[src/rtl/core_pkg.sv]
// Shared core types and constants for the 5-stage RV32 pipeline.
// Holds the hazard controller FSM state encoding, XLEN and REG_ZERO.
package core_pkg;

  localparam int XLEN = 32;

  localparam logic [4:0] REG_ZERO = 5'd0;

  typedef enum logic [1:0] {
    RUN    = 2'd0,
    IFW    = 2'd1,
    IFW_RD = 2'd2
  } hc_state_t;

endpackage

[src/rtl/load_use_detect.sv]
// Combinational load-use hazard compare between ID sources and EX load dest.
// Ports: id_rs1/id_rs2 + use flags, ex_rd, ex_mem_read in; hazard out.
module load_use_detect
  import core_pkg::*;
(
  input  logic [4:0] id_rs1,
  input  logic [4:0] id_rs2,
  input  logic       id_use_rs1,
  input  logic       id_use_rs2,
  input  logic [4:0] ex_rd,
  input  logic       ex_mem_read,
  output logic       hazard
);

  logic hit1;
  logic hit2;

  assign hit1 = id_use_rs1 && (id_rs1 == ex_rd);
  assign hit2 = id_use_rs2 && (id_rs2 == ex_rd);

  // x0 is never really written, so a load to it cannot create a hazard
  assign hazard = ex_mem_read && (ex_rd != REG_ZERO)
                  && (hit1 || hit2);

endmodule

[src/rtl/hazard_ctrl.sv]
// Pipeline hazard/stall controller: PC enable/redirect, pipeline stall/flush
// controls, pending redirect across fetch waits, stall/redirect counters.
// Ports: clk, rst (sync high); ID/EX hazard info, branch, im/dm stall in;
// pc_en, redirect, redirect_pc, stall/flush controls, stall_cnt, redir_cnt out.
module hazard_ctrl
  import core_pkg::*;
#(
  parameter int CNT_W = 32
) (
  input  logic             clk,
  input  logic             rst,
  input  logic [4:0]       id_rs1,
  input  logic [4:0]       id_rs2,
  input  logic             id_use_rs1,
  input  logic             id_use_rs2,
  input  logic [4:0]       ex_rd,
  input  logic             ex_mem_read,
  input  logic             ex_branch_taken,
  input  logic [XLEN-1:0]  ex_target,
  input  logic             im_stall,
  input  logic             dm_stall,
  output logic             pc_en,
  output logic             redirect,
  output logic [XLEN-1:0]  redirect_pc,
  output logic             stall_IF,
  output logic             if_id_stall,
  output logic             if_id_flush,
  output logic             id_ex_flush,
  output logic             ex_mem_stall,
  output logic             mem_wb_stall,
  output logic [CNT_W-1:0] stall_cnt,
  output logic [CNT_W-1:0] redir_cnt
);

  hc_state_t       state;
  hc_state_t       state_d;
  logic            issued;
  logic            issued_d;
  logic [XLEN-1:0] tgt;
  logic [XLEN-1:0] tgt_d;
  logic            lu;

  load_use_detect u_lud (
    .id_rs1      (id_rs1),
    .id_rs2      (id_rs2),
    .id_use_rs1  (id_use_rs1),
    .id_use_rs2  (id_use_rs2),
    .ex_rd       (ex_rd),
    .ex_mem_read (ex_mem_read),
    .hazard      (lu)
  );

  always_ff @(posedge clk) begin
    if (rst) begin
      state     <= RUN;
      issued    <= 1'b0;
      tgt       <= '0;
      stall_cnt <= '0;
      redir_cnt <= '0;
    end else begin
      state  <= state_d;
      issued <= issued_d;
      tgt    <= tgt_d;
      if (!pc_en)
        stall_cnt <= stall_cnt + 1'b1;
      if (redirect)
        redir_cnt <= redir_cnt + 1'b1;
    end
  end

  always_comb begin
    state_d      = state;
    issued_d     = issued;
    tgt_d        = tgt;
    pc_en        = 1'b0;
    redirect     = 1'b0;
    redirect_pc  = ex_target;
    stall_IF     = 1'b0;
    if_id_stall  = 1'b0;
    if_id_flush  = 1'b0;
    id_ex_flush  = 1'b0;
    ex_mem_stall = 1'b0;
    mem_wb_stall = 1'b0;

    if (rst) begin
      redirect_pc = '0;
    end else if (dm_stall) begin
      // full freeze; FSM and pending target hold
      stall_IF     = 1'b1;
      if_id_stall  = 1'b1;
      ex_mem_stall = 1'b1;
      mem_wb_stall = 1'b1;
    end else if (state == IFW_RD) begin
      id_ex_flush = 1'b1;
      if (im_stall) begin
        stall_IF = 1'b1;
      end else begin
        redirect    = 1'b1;
        redirect_pc = tgt;
        pc_en       = 1'b1;
        if_id_flush = 1'b1;
        issued_d    = 1'b0;
        state_d     = RUN;
      end
    end else if (im_stall) begin
      // RUN or IFW while fetch is pending
      stall_IF = 1'b1;
      if (ex_branch_taken) begin
        tgt_d       = ex_target;
        id_ex_flush = 1'b1;
        state_d     = IFW_RD;
      end else begin
        // held ID instr already went to ID/EX once; bubble repeats
        id_ex_flush = issued;
        issued_d    = 1'b1;
        state_d     = IFW;
      end
    end else begin
      // RUN rules, also used on the IFW exit cycle
      state_d  = RUN;
      issued_d = 1'b0;
      if (ex_branch_taken) begin
        redirect    = 1'b1;
        pc_en       = 1'b1;
        if_id_flush = 1'b1;
        id_ex_flush = 1'b1;
      end else if (lu) begin
        if_id_stall = 1'b1;
        id_ex_flush = 1'b1;
      end else begin
        pc_en = 1'b1;
      end
      if (issued)
        id_ex_flush = 1'b1;
    end
  end

endmodule
[config.mk]
export PLATFORM = sky130hd
export DESIGN_NAME = hazard_ctrl
export DESIGN_NICKNAME = d
export VERILOG_FILES = /design/src/rtl/core_pkg.sv /design/src/rtl/load_use_detect.sv /design/src/rtl/hazard_ctrl.sv
export SDC_FILE = /design/constraint.sdc
export NUM_CORES = 1
export LEC_CHECK = 0
export BUFFER_PORTS_ARGS = -buffer_cell sky130_fd_sc_hd__buf_4
export CORE_ASPECT_RATIO = 1.1
export CORE_UTILIZATION = 45
export CTS_BUF_LIST = sky130_fd_sc_hd__clkbuf_8
export CTS_CLUSTER_DIAMETER = 30
export CTS_CLUSTER_SIZE = 30
export DETAILED_ROUTE_END_ITERATION = 7
export PLACE_DENSITY = 0.83
export RECOVER_POWER = 50
export SYNTH_ARGS = -nofsm -noshare
export SYNTH_HDL_FRONTEND = slang
export SYNTH_SLANG_ARGS = --single-unit
export TNS_END_PERCENT = 100
[constraint.sdc]
create_clock -name clk -period 3.3 [get_ports clk]
set_input_delay 0.99 -clock clk [delete_from_list [all_inputs] [get_ports clk]]
set_output_delay 0.99 -clock clk [all_outputs]
set_load 0.1 [all_outputs]
# Yosys cells after proc, flatten, opt, wreduce, memory -nomap -nowiden
# Cells that the tools add are included.
# op_classes
reduce_logical	9
add_sub_neg	2
muxes	42
eq_ne	5
bitwise	2
# ops
operator	count
$mux 32	4
$add 32x1->32 const B	2
$mux 1	34
$eq 5x5->1	2
$mux 2	4
$reduce_bool 5->1	1
$logic_and 1x1->1	4
$ne 2x2->1 const B	2
$reduce_and 4->1	1
$reduce_and 3->1	1
$eq 2x2->1 const B	1
$not 1->1	2
$reduce_and 2->1	1
$logic_or 1x1->1	1
# totals
regBits	99
in_bits	55
output_inout_bits	104
word_cells	65

# Longest topological paths before layout
# Gate-level depths: netlist (run 1).
# logic_depth
depth_word	11
mapped_depth	8
depth_no_buf	7

# Hierarchy
# Synthesis (run 1) repeated with hierarchy kept, for this count alone.
# hier_totals
cells_unflattened	656
area_unflattened_um2	4922.2
# by_module_without_submodules
mod	seq_area_each_um2	cells_per_inst	n_inst	area_per_inst_um2
hazard_ctrl	1981.9	639	1	4788.3
load_use_detect	0.0	17	1	133.9

# Worst setup path before layout (run 1)
# No wires, ideal clock.
# synth_timing
path_type	input to output
from	in ex_rd[1]
to	out id_ex_flush
path_stages	5
required_ps	2310
path_slack_ps	-1391
arrival_time_ps	3701
n_path_buf	0
path_cell_list	xnor2_1 -> nand4_1 -> o22ai_1 -> a211oi_1 -> nor3_1
# synth_via
elab_chain_len	11
word_cells_on_any_way	15
cone_classes	eq/ne: 2; mux: 7; reduce/logical: 6
# synth_lines
item	line_no	source
from (decl)	hazard_ctrl.sv:16	input logic [4:0] ex_rd,
$eq 5x5->1 (on tied branches)	load_use_detect.sv:18, load_use_detect.sv:19	
$logic_and 1x1->1 (on tied branches)	load_use_detect.sv:18, load_use_detect.sv:19	
$logic_or 1x1->1	load_use_detect.sv:23	&& (hit1 || hit2);
$logic_and 1x1->1 (*)	load_use_detect.sv:23	
$mux 1 (*)	hazard_ctrl.sv:127	end else if (lu) begin
$mux 1 (*)	hazard_ctrl.sv:122	if (ex_branch_taken) begin
$mux 1 (*)	hazard_ctrl.sv:133	if (issued)
$mux 1 (*)	hazard_ctrl.sv:105	end else if (im_stall) begin
$mux 1 (*)	hazard_ctrl.sv:93	end else if (state == IFW_RD) begin
$mux 1 (*)	hazard_ctrl.sv:87	end else if (dm_stall) begin
$mux 1 (*)	hazard_ctrl.sv:85	if (rst) begin
to (decl)	hazard_ctrl.sv:28	output logic id_ex_flush,
# Every way passes the cells marked *; elsewhere a longest branch is shown, timed or not.

# Final worst setup path (run 1)
# layout_timing
from	in ex_rd[3]
to	out pc_en
# layout_via
elab_chain_len	10
word_cells_on_any_way	14
cone_classes	eq/ne: 2; mux: 6; reduce/logical: 6
# layout_lines
item	line_no	source
$eq 5x5->1 (on tied branches)	load_use_detect.sv:18, load_use_detect.sv:19	
$logic_and 1x1->1 (on tied branches)	load_use_detect.sv:18, load_use_detect.sv:19	
$logic_or 1x1->1	load_use_detect.sv:23	
$logic_and 1x1->1 (*)	load_use_detect.sv:23	
$mux 1 (*)	hazard_ctrl.sv:127	
$mux 1 (*)	hazard_ctrl.sv:122	
$mux 1 (*)	hazard_ctrl.sv:105	
$mux 1 (*)	hazard_ctrl.sv:93	
$mux 1 (*)	hazard_ctrl.sv:87	
$mux 1 (*)	hazard_ctrl.sv:85	
to (decl)	hazard_ctrl.sv:22	output logic pc_en,
# Marked as above.

==> results of run 1 <==
==> path summary, 6_finish.rpt <==
| kind | startpoint | endpoint | slack, ns | cells after the start |
|---|---|---|---|---|
| worst min-delay path | tgt[31] | tgt[31] | 0.46 | 2 |
| worst max register to register | state[0] | stall_cnt[21] | 0.95 | 8 |
| worst min register to register | tgt[31] | tgt[31] | 0.46 | 2 |
| worst max-delay path | ex_rd[3] | pc_en | -0.13 | 7 |
==> metrics by stage <==
stage          hold slack (ns)  utilization  setup TNS, ns
2_1_floorplan            0.437            -         -0.228
3_3_place_gp             0.442        0.640         -0.542
3_5_place_dp             0.449        0.640         -0.627
4_1_cts                  0.464        0.662         -0.359
5_1_grt                  0.486        0.642         -0.385
6_report                 0.462        0.642         -0.261
==> layer usage <==
metal	share of wire	global-route usage	vias up
li1	-	-	2586
met1	0.42	0.297	2532
met5	0	0	-
met2	0.51	0.430	179
met3	0.048	0.0347	23
met4	0.022	0.111	0
==> synthesized netlist by cell type, drive strengths merged, types with 6 or more instances <==
cell | number | area, µm²
a21oi | 98 | 490
and4 | 6 | 53.8
buf | 6 | 35.0
clkbuf | 34 | 128
dfxtp | 99 | 1980
inv | 7 | 26.3
nand2 | 157 | 589
nand3 | 17 | 97.6
nand4 | 25 | 163
nor2 | 47 | 176
nor2b | 8 | 50.1
nor3 | 16 | 91.3
o21ai | 31 | 155
or3 | 30 | 191
or4 | 8 | 60.1
xnor2 | 26 | 228
xor2 | 11 | 96.3
==> final cells by class <==
cell class,instances,share of cell area
multi-input cells,516,0.469
flip-flops and latches,99,0.294
repair buffers,180,0.178
well taps,143,0.0266
clock buffers,9,0.0184
clock inverters,7,0.0100
inverters,7,0.00390
==> logic make-up (layout without fill, tap and decap cells) <==
family,Yosys count,after routing,synth area share
XOR/XNOR,37,37,0.0663
AND/OR/NAND/NOR,330,330,0.322
buffers and inverters,47,203,0.0386
flip-flops,99,99,0.405
AO/OA/AOI/OAI,144,144,0.156
adder cells (fa/ha/maj),2,2,0.00512
multiplexers,3,3,0.00665
==> cells in the final DEF, fill, tap and decap left out, types with 3 or more instances in the layout <==
master / netlist / layout
inv_1: 7 / 7
nand3_1: 16 / 16
nor3_1: 15 / 13
nand2b_1: 3 / 3
nor2b_1: 8 / 7
o21ai_0: 30 / 30
a21oi_4: 0 / 32
or4_1: 8 / 7
clkbuf_8: 0 / 9
nor2_1: 47 / 44
buf_4: 3 / 107
nor3_4: 1 / 3
buf_12: 0 / 6
nand4_1: 24 / 24
dfxtp_1: 99 / 99
xnor2_1: 26 / 25
o31ai_1: 5 / 5
xor2_1: 11 / 11
or3_2: 3 / 3
and4_1: 5 / 5
inv_8: 0 / 3
or3_1: 27 / 27
a21oi_1: 98 / 65
nor4_1: 5 / 5
clkbuf_1: 34 / 64
nand2_1: 157 / 157
==> worst max-delay path, stage by stage <==
cell     delay [ns]
buf_6          0.09
or4_4          0.54
o21ai_4        0.14
buf_4          0.12
nor2_1         0.06
a21oi_2        0.27
buf_12         0.21
==> flip-flops by register name (all words and copies together) (netlist names) <==
name	count
tgt	32
redir_cnt	32
issued	1
state	2
stall_cnt	32
==> report_power, final <==
group / total (µW) / leakage, µW / switching, µW / internal [µW]
Combinational: 552 / 0.00145 / 394 / 158
Clock: 762 / 0.0000958 / 467 / 295
Sequential: 1230 / 0.000800 / 15.3 / 1210
==> timing repair <==
item / CTS / global route
setup buffers: 0 / 1
setup endpoints to repair: 3 / 3
gates resized for setup: 10 / 6
pin swaps: 6 / 4
==> flow_summary.yaml, run 1 <==
power:
  irDropWorstVdd_v: 0.000230
  p_leak_uw: 0.00235
  powerDensity_nw_per_um2: 377
  power_uw: 2540
die:
  start_util: 0.466
  core_um2: 10500
  die-area_um2: 11300
  die_h_um: 111
  rows: 39
  die_x_um: 101
  ios: 159
timing:
  fin_crit_sh: 1.04
  clock.fmax_ghz: 0.292
  rsz0062_at_grt: "yes"
  period_minus_slack_ns: 3.43
  setup_viol: 3
  final_max_slew_viol_count: 0
  clock_skew_ns: 0.0101
  worst_pin_slew_ns: 1.40
  hold_viol: 0
  fin_ws_ns: -0.129
  max_slew_margin: 0.0642
synth:
  yosysSeqAreaShare: 0.405
  async_flop_share: 0
  synth_seq_cells: 99
  synth_flop_cell: "dfxtp_1"
  yosysWarnings: 0
  syn_area_um2: 4890
  synth-edff-count: 0
  synth_fp_nets: 719
  avgSynthCellArea_um2: 7.38
  synthCells: 662
  synth.distinct_cells: 45
clock_tree:
  cts_root_buf: "clkbuf_8"
  cts_tree: "built"
  cts_buffers: 9
  cts.sinks: 99
  cts-htree-levels: 3
  clock_latency_ns: 0.37
  cts.path.max_buffers: 2
  cts_hold_buf: 0
  path_clk_slew_ns: 0.10
global_route:
  grt_pass1_vias: 4765
  antenna_found_initial: 0
  grt_max_degree: 71
  grt_pass1_wl_um: 22300
  grtUsageTotal: 0.247
  overflow: 0
route:
  wl_per_cell_um: 14.7
  vias: 5320
  dr.pass1.iters: 4
  drt_wl_total_um: 14100
  drt_iter0_drc: 219
  drc: 0
  vias_per_cell: 5.54
  ant_nets: 0
placed_design:
  dpl_cell_area_um2: 6720
  pre_cts_ws_ns: -0.257
  gp_congestion: 0.814
  dp.cells: 944
  port_buffers: 158
  place_hpwl_um: 10000
run_status:
  outcome: "finished with violations"
  violations: "setup timing"
worst_hold_path:
  min_path_type: "reg -> reg"
cells_and_area:
  syn2layout_area_growth_pct: 37.8
  stdcell_area_um2: 6740
  diodes: 0
  regArea_um2: 1980
  drive_gt1_frac: 0.231
  nFillCells: 955
  finalNonFillerCells: 961
  layout.nets: 870
  multi_input_area_um2: 3160
setup_path:
  critPathLaunchType: "primary input"
  crit_path_end_kind: "output pin"
  path_class: "in -> out"
  crit_required_ns: 2.31
  crit_path_max_fanout: 2
  arrival_ns: 2.44
run:
  drv_cap: 0
No activity file was read; power rests on OpenSTA's default activity.
==> run 2: changes to the inputs <==
--- a/config.mk
+++ b/config.mk
@@ -7,6 +7,7 @@
 export LEC_CHECK = 0
 export BUFFER_PORTS_ARGS = -buffer_cell sky130_fd_sc_hd__buf_4
 export CORE_ASPECT_RATIO = 1.1
+export CORE_MARGIN = 5
 export CORE_UTILIZATION = 45
 export CTS_BUF_LIST = sky130_fd_sc_hd__clkbuf_8
 export CTS_CLUSTER_DIAMETER = 30
==> run 2 against run 1 <==
Net effect: largest cell class unchanged; global-route usage is 2.4 points lower; cell count is 0.83% higher; clock skew is 0.0033 ns higher; worst setup slack better by 0.059 ns; critical endpoint is now id_ex_flush; critical path type unchanged; combinational power is 2% higher; core utilization is 0.75 points lower; flip-flop and latch count stayed put; fmax is 1.8% higher; critical path depth stayed put; the flow finishes with violations (capacitance limit, slew limit, setup timing).
==> flow_summary.yaml, run 2 (synthesis results as in run 1) <==
clock_tree:
  cts-htree-levels: 3
  cts_hold_buf: 0
  path_clk_slew_ns: 0.10
  cts_tree: "built"
  clock_latency_ns: 0.36
  cts.sinks: 99
  cts.path.max_buffers: 2
  cts_root_buf: "clkbuf_8"
  cts_buffers: 9
setup_path:
  cp_num_buf_inv: 2
  path_cells: "buf_6, or4_4, o21ai_4, nor2_4, a211oi_4, nor3_4, buf_12"
  cp_slowest_cell: "or4_4"
  arrival_ns: 2.38
  crit_required_ns: 2.31
  crit_path_end_kind: "output pin"
  crit_path_max_fanout: 2
  crit_family: "simple AND/OR/NAND/NOR gates"
  critPathLaunchType: "primary input"
  path_class: "in -> out"
  cpPeakStageDelay_ns: 0.54
power:
  irDropWorstVdd_v: 0.000289
  powerDensity_nw_per_um2: 371
  p_leak_uw: 0.00239
placed_design:
  port_buffers: 158
  gp_congestion: 0.850
  pre_cts_ws_ns: -0.278
  dp.cells: 951
  place_hpwl_um: 10600
timing:
  final_max_slew_viol_count: 41
  clock.fmax_ghz: 0.297
  rsz0062_at_grt: "yes"
  fin_crit_sh: 1.02
  max_slew_margin: -0.119
  clock_skew_ns: 0.0134
  hold_viol: 0
  setup_viol: 3
  period_minus_slack_ns: 3.37
  worst_pin_slew_ns: 1.68
  fin_ws_ns: -0.0695
cells_and_area:
  layout.nets: 874
  reg_top3: "redir_cnt (32), stall_cnt (32), tgt (32)"
  layout_common_cells: "nand2_1 (157), buf_4 (110), dfxtp_1 (99)"
  syn2layout_area_growth_pct: 39.7
  drive_gt1_frac: 0.241
  layout_commonest_cell: "nand2_1"
  finalNonFillerCells: 969
  diodes: 0
run_status:
  violations: "capacitance limit, slew limit, setup timing"
  outcome: "finished with violations"
route:
  vias_per_cell: 5.44
  drc: 0
  wl_per_cell_um: 15.0
  dr.pass1.iters: 5
  drt_iter0_drc: 290
  drt_wl_total_um: 14600
  ant_nets: 0
  vias: 5273
run:
  drv_cap: 1
die:
  die_h_um: 119
  rows: 40
  start_util: 0.454
  die_x_um: 109
  die-area_um2: 13100
  core_um2: 10800
  ios: 159
global_route:
  grt_pass1_vias: 5067
  grt_max_degree: 49
  grt_pass1_wl_um: 23800
  grtUsageTotal: 0.223
  overflow: 0
  antenna_found_initial: 0
worst_hold_path:
  min_path_type: "reg -> reg"
==> run 2: final timing paths <==
| path | start | endpoint | slack (ns) | depth (start not counted) |
|---|---|---|---|---|
| setup / recovery | ex_rd[4] | id_ex_flush | -0.07 | 7 |
| hold / removal | tgt[4] | tgt[4] | 0.46 | 2 |
| setup reg to reg | stall_cnt[2] | stall_cnt[29] | 1.01 | 6 |
| hold reg to reg | tgt[4] | tgt[4] | 0.46 | 2 |
==> run 2: worst reg2reg max path, delay by kind of cell, from the launching register on <==
family | cells | cell delay [ns]
flip-flops | 1 | 0.47
AO/OA/AOI/OAI | 1 | 0.14
AND/OR/NAND/NOR | 5 | 1.61
==> run 2: report_power, final <==
group	leakage, µW	internal (µW)	total (µW)	switching (µW)
clock	0.0000973	318	739	421
combinational	0.00149	165	564	399
sequential	0.000800	1210	1230	15.2
total	0.00239	1700	2530	835
==> run 2: cell type report <==
class	instances	area, µm²
tap	147	184
inverter	7	26.3
fill	962	3930
sequential	99	1980
timing repair buffer	184	1230
clock buffer	11	151
clock inverter	5	37.5
multi-input combinational	516	3210
==> run 2: metal layers <==
layer / global-route usage / wire (µm) / share of wire
met5: 0 / 0 / 0
met4: 0.0959 / 365 / 0.025
met3: 0.0439 / 967 / 0.066
met2: 0.379 / 7180 / 0.49
met1: 0.270 / 6060 / 0.42
==> run 2: timing repair <==
item,4_1_cts,5_1_grt
resized for setup,24,3
pin swaps,9,2
buffers inserted,3,0
endpoints found under the setup margin,3,3
==> run 2: metrics by stage <==
step            util  area [µm²]  hold slack [ns]  power [µW]  TNS (ns)
3_3_place_gp   0.627        6740            0.443        1800    -0.556
6_report       0.635        6830            0.460        2530    -0.166
2_1_floorplan      -        5340            0.437        1650    -0.228
4_1_cts        0.657        7070            0.463        2560    -0.211
5_1_grt        0.635        6830            0.484        2640    -0.271
3_5_place_dp   0.627        6740            0.449        1810    -0.628
==> run 3: changes to the inputs <==
--- a/config.mk
+++ b/config.mk
@@ -6,7 +6,7 @@
 export NUM_CORES = 1
 export LEC_CHECK = 0
 export BUFFER_PORTS_ARGS = -buffer_cell sky130_fd_sc_hd__buf_4
-export CORE_ASPECT_RATIO = 1.1
+export CORE_ASPECT_RATIO = 0.7
 export CORE_MARGIN = 5
 export CORE_UTILIZATION = 45
 export CTS_BUF_LIST = sky130_fd_sc_hd__clkbuf_8
==> run 3 against run 2 <==
Net effect: the flow finishes with violations (setup timing); clock power increased by 3.5%; worst setup slack worse by 0.057 ns; register-to-register slack is essentially flat; core utilization rose by 3.5 points; via count increased by 1.0%; sequential share of layout area fell by 0.77 points; flip-flop and latch count is the same; critical path type unchanged; highest routed layer unchanged.
==> flow_summary.yaml, run 3 (synthesis results as in run 1) <==
die:
  die-area_um2: 13100
  die_x_um: 135
  die_h_um: 97.2
  rows: 31
  start_util: 0.467
  core_um2: 10500
  ios: 159
clock_tree:
  cts_hold_buf: 0
  path_clk_slew_ns: 0.08
  cts_root_buf: "clkbuf_8"
  cts_buffers: 9
  cts-htree-levels: 3
  cts_tree: "built"
  clock_latency_ns: 0.36
  cts.sinks: 99
  cts.path.max_buffers: 2
setup_path:
  crit_path_max_fanout: 2
  path_cells: "buf_6, or4_4, o21ai_4, nor2_2, a211oi_2, buf_4, nor3_4, buf_12"
  worst-r2r-setup-slack_ns: 1.00
  reg2regPathDepth: 6
  cp_slowest_cell: "or4_4"
  path_class: "in -> out"
  r2r_end: "stall_cnt[29]"
  r2r_start: "stall_cnt[2]"
  crit_required_ns: 2.31
  arrival_ns: 2.44
  crit_path_end_kind: "output pin"
  cpPeakStageDelay_ns: 0.54
  critPathLaunchType: "primary input"
cells_and_area:
  reg_top3: "redir_cnt (32), stall_cnt (32), tgt (32)"
  syn2layout_area_growth_pct: 43.5
  drive_gt1_frac: 0.314
  diodes: 0
  layout.nets: 872
  layout_commonest_cell: "buf_4"
  nFillCells: 848
  layout_common_cells: "buf_4 (170), nand2_1 (157), dfxtp_1 (99)"
worst_hold_path:
  hold_path_depth: 2
  min_path_type: "reg -> reg"
  hold_path_startpoint: "tgt[13]"
  min_to: "tgt[13]"
power:
  p_leak_uw: 0.00264
  irDropWorstVdd_v: 0.000299
  powerDensity_nw_per_um2: 365
route:
  ant_nets: 0
  drt_wl_total_um: 15000
  drt_iter0_drc: 402
  wl_per_cell_um: 15.8
  vias: 5327
  drc: 0
  dr.pass1.iters: 5
  vias_per_cell: 5.60
timing:
  fin_ws_ns: -0.127
  clock.fmax_ghz: 0.292
  max_slew_margin: 0.605
  clock_skew_ns: 0.00890
  fin_crit_sh: 1.04
  rsz0062_at_grt: "yes"
  hold_viol: 0
  period_minus_slack_ns: 3.43
  worst_pin_slew_ns: 0.591
  hold-worst-slack_ns: 0.461
  final_max_slew_viol_count: 0
  setup_viol: 3
global_route:
  met2_usage: 0.363
  grt_pass1_vias: 5111
  grt_pass1_wl_um: 24600
  antenna_found_initial: 0
  overflow: 0
  grtUsageTotal: 0.224
  grt_max_degree: 62
  met3_usage: 0.0683
  use_met1: 0.288
  busiest_layer: "met2"
placed_design:
  port_buffers: 158
  place_hpwl_um: 11100
  gp_congestion: 0.889
  pre_cts_ws_ns: -0.305
run_status:
  violations: "setup timing"
  outcome: "finished with violations"
run:
  drv_cap: 0
[run 3: cell type report]
cell class / count / area [µm²] / area share
clock buffers: 10 / 138 / 0.0196
clock inverters: 5 / 55.1 / 0.00785
inverters: 7 / 26.3 / 0.00375
multi-input cells: 516 / 3180 / 0.454
flip-flops and latches: 99 / 1980 / 0.283
well taps: 132 / 165 / 0.0235
repair buffers: 182 / 1470 / 0.209
[run 3: what timing repair did]
action | 4_1_cts | 5_1_grt
pin swaps | 7 | 5
endpoints found under the setup margin | 3 | 3
hold endpoints to repair | 0 | 0
buffers inserted | 1 | 0
resized for setup | 19 | 2
[run 3: how the worst max path moves through the flow]
stage	startpoint	to	slack (ns)	cells after the start
floorplan	ex_rd[1]	id_ex_flush	-0.16	5
global placement	ex_rd[1]	id_ex_flush	-0.29	8
detailed placement	ex_rd[1]	id_ex_flush	-0.30	8
CTS	ex_rd[4]	id_ex_flush	-0.13	8
global route	ex_rd[1]	id_ex_flush	-0.18	9
finish	ex_rd[4]	id_ex_flush	-0.13	8
[run 3: metal layers]
layer | routed length, µm | share of wire
met5 | 0 | 0
met4 | 187 | 0.012
met3 | 1060 | 0.071
met2 | 7170 | 0.48
met1 | 6630 | 0.44
[run 3: through the flow]
stage	std cells	TNS, ns	total power [µW]	cell area, µm²	util
2_1_floorplan	662	-0.228	1650	5340	-
3_3_place_gp	935	-0.680	1800	6720	0.641
3_5_place_dp	935	-0.739	1810	6720	0.641
4_1_cts	951	-0.287	2580	7000	0.669
5_1_grt	951	-0.436	2670	7020	0.670
6_report	951	-0.282	2560	7020	0.670
[run 3: worst max-delay path: cells and delay by family]
kind / cells / cell delay, ns
AND/OR/NAND/NOR: 3 / 0.66
buffers and inverters: 3 / 0.42
AO/OA/AOI/OAI: 2 / 0.36
[run 3: report_power, final]
group | internal, µW | switching [µW] | leakage, µW | total [µW]
Clock | 365 | 401 | 0.0000995 | 765
Combinational | 169 | 398 | 0.00174 | 567
Sequential | 1210 | 15.1 | 0.000800 | 1230
Total | 1750 | 814 | 0.00264 | 2560
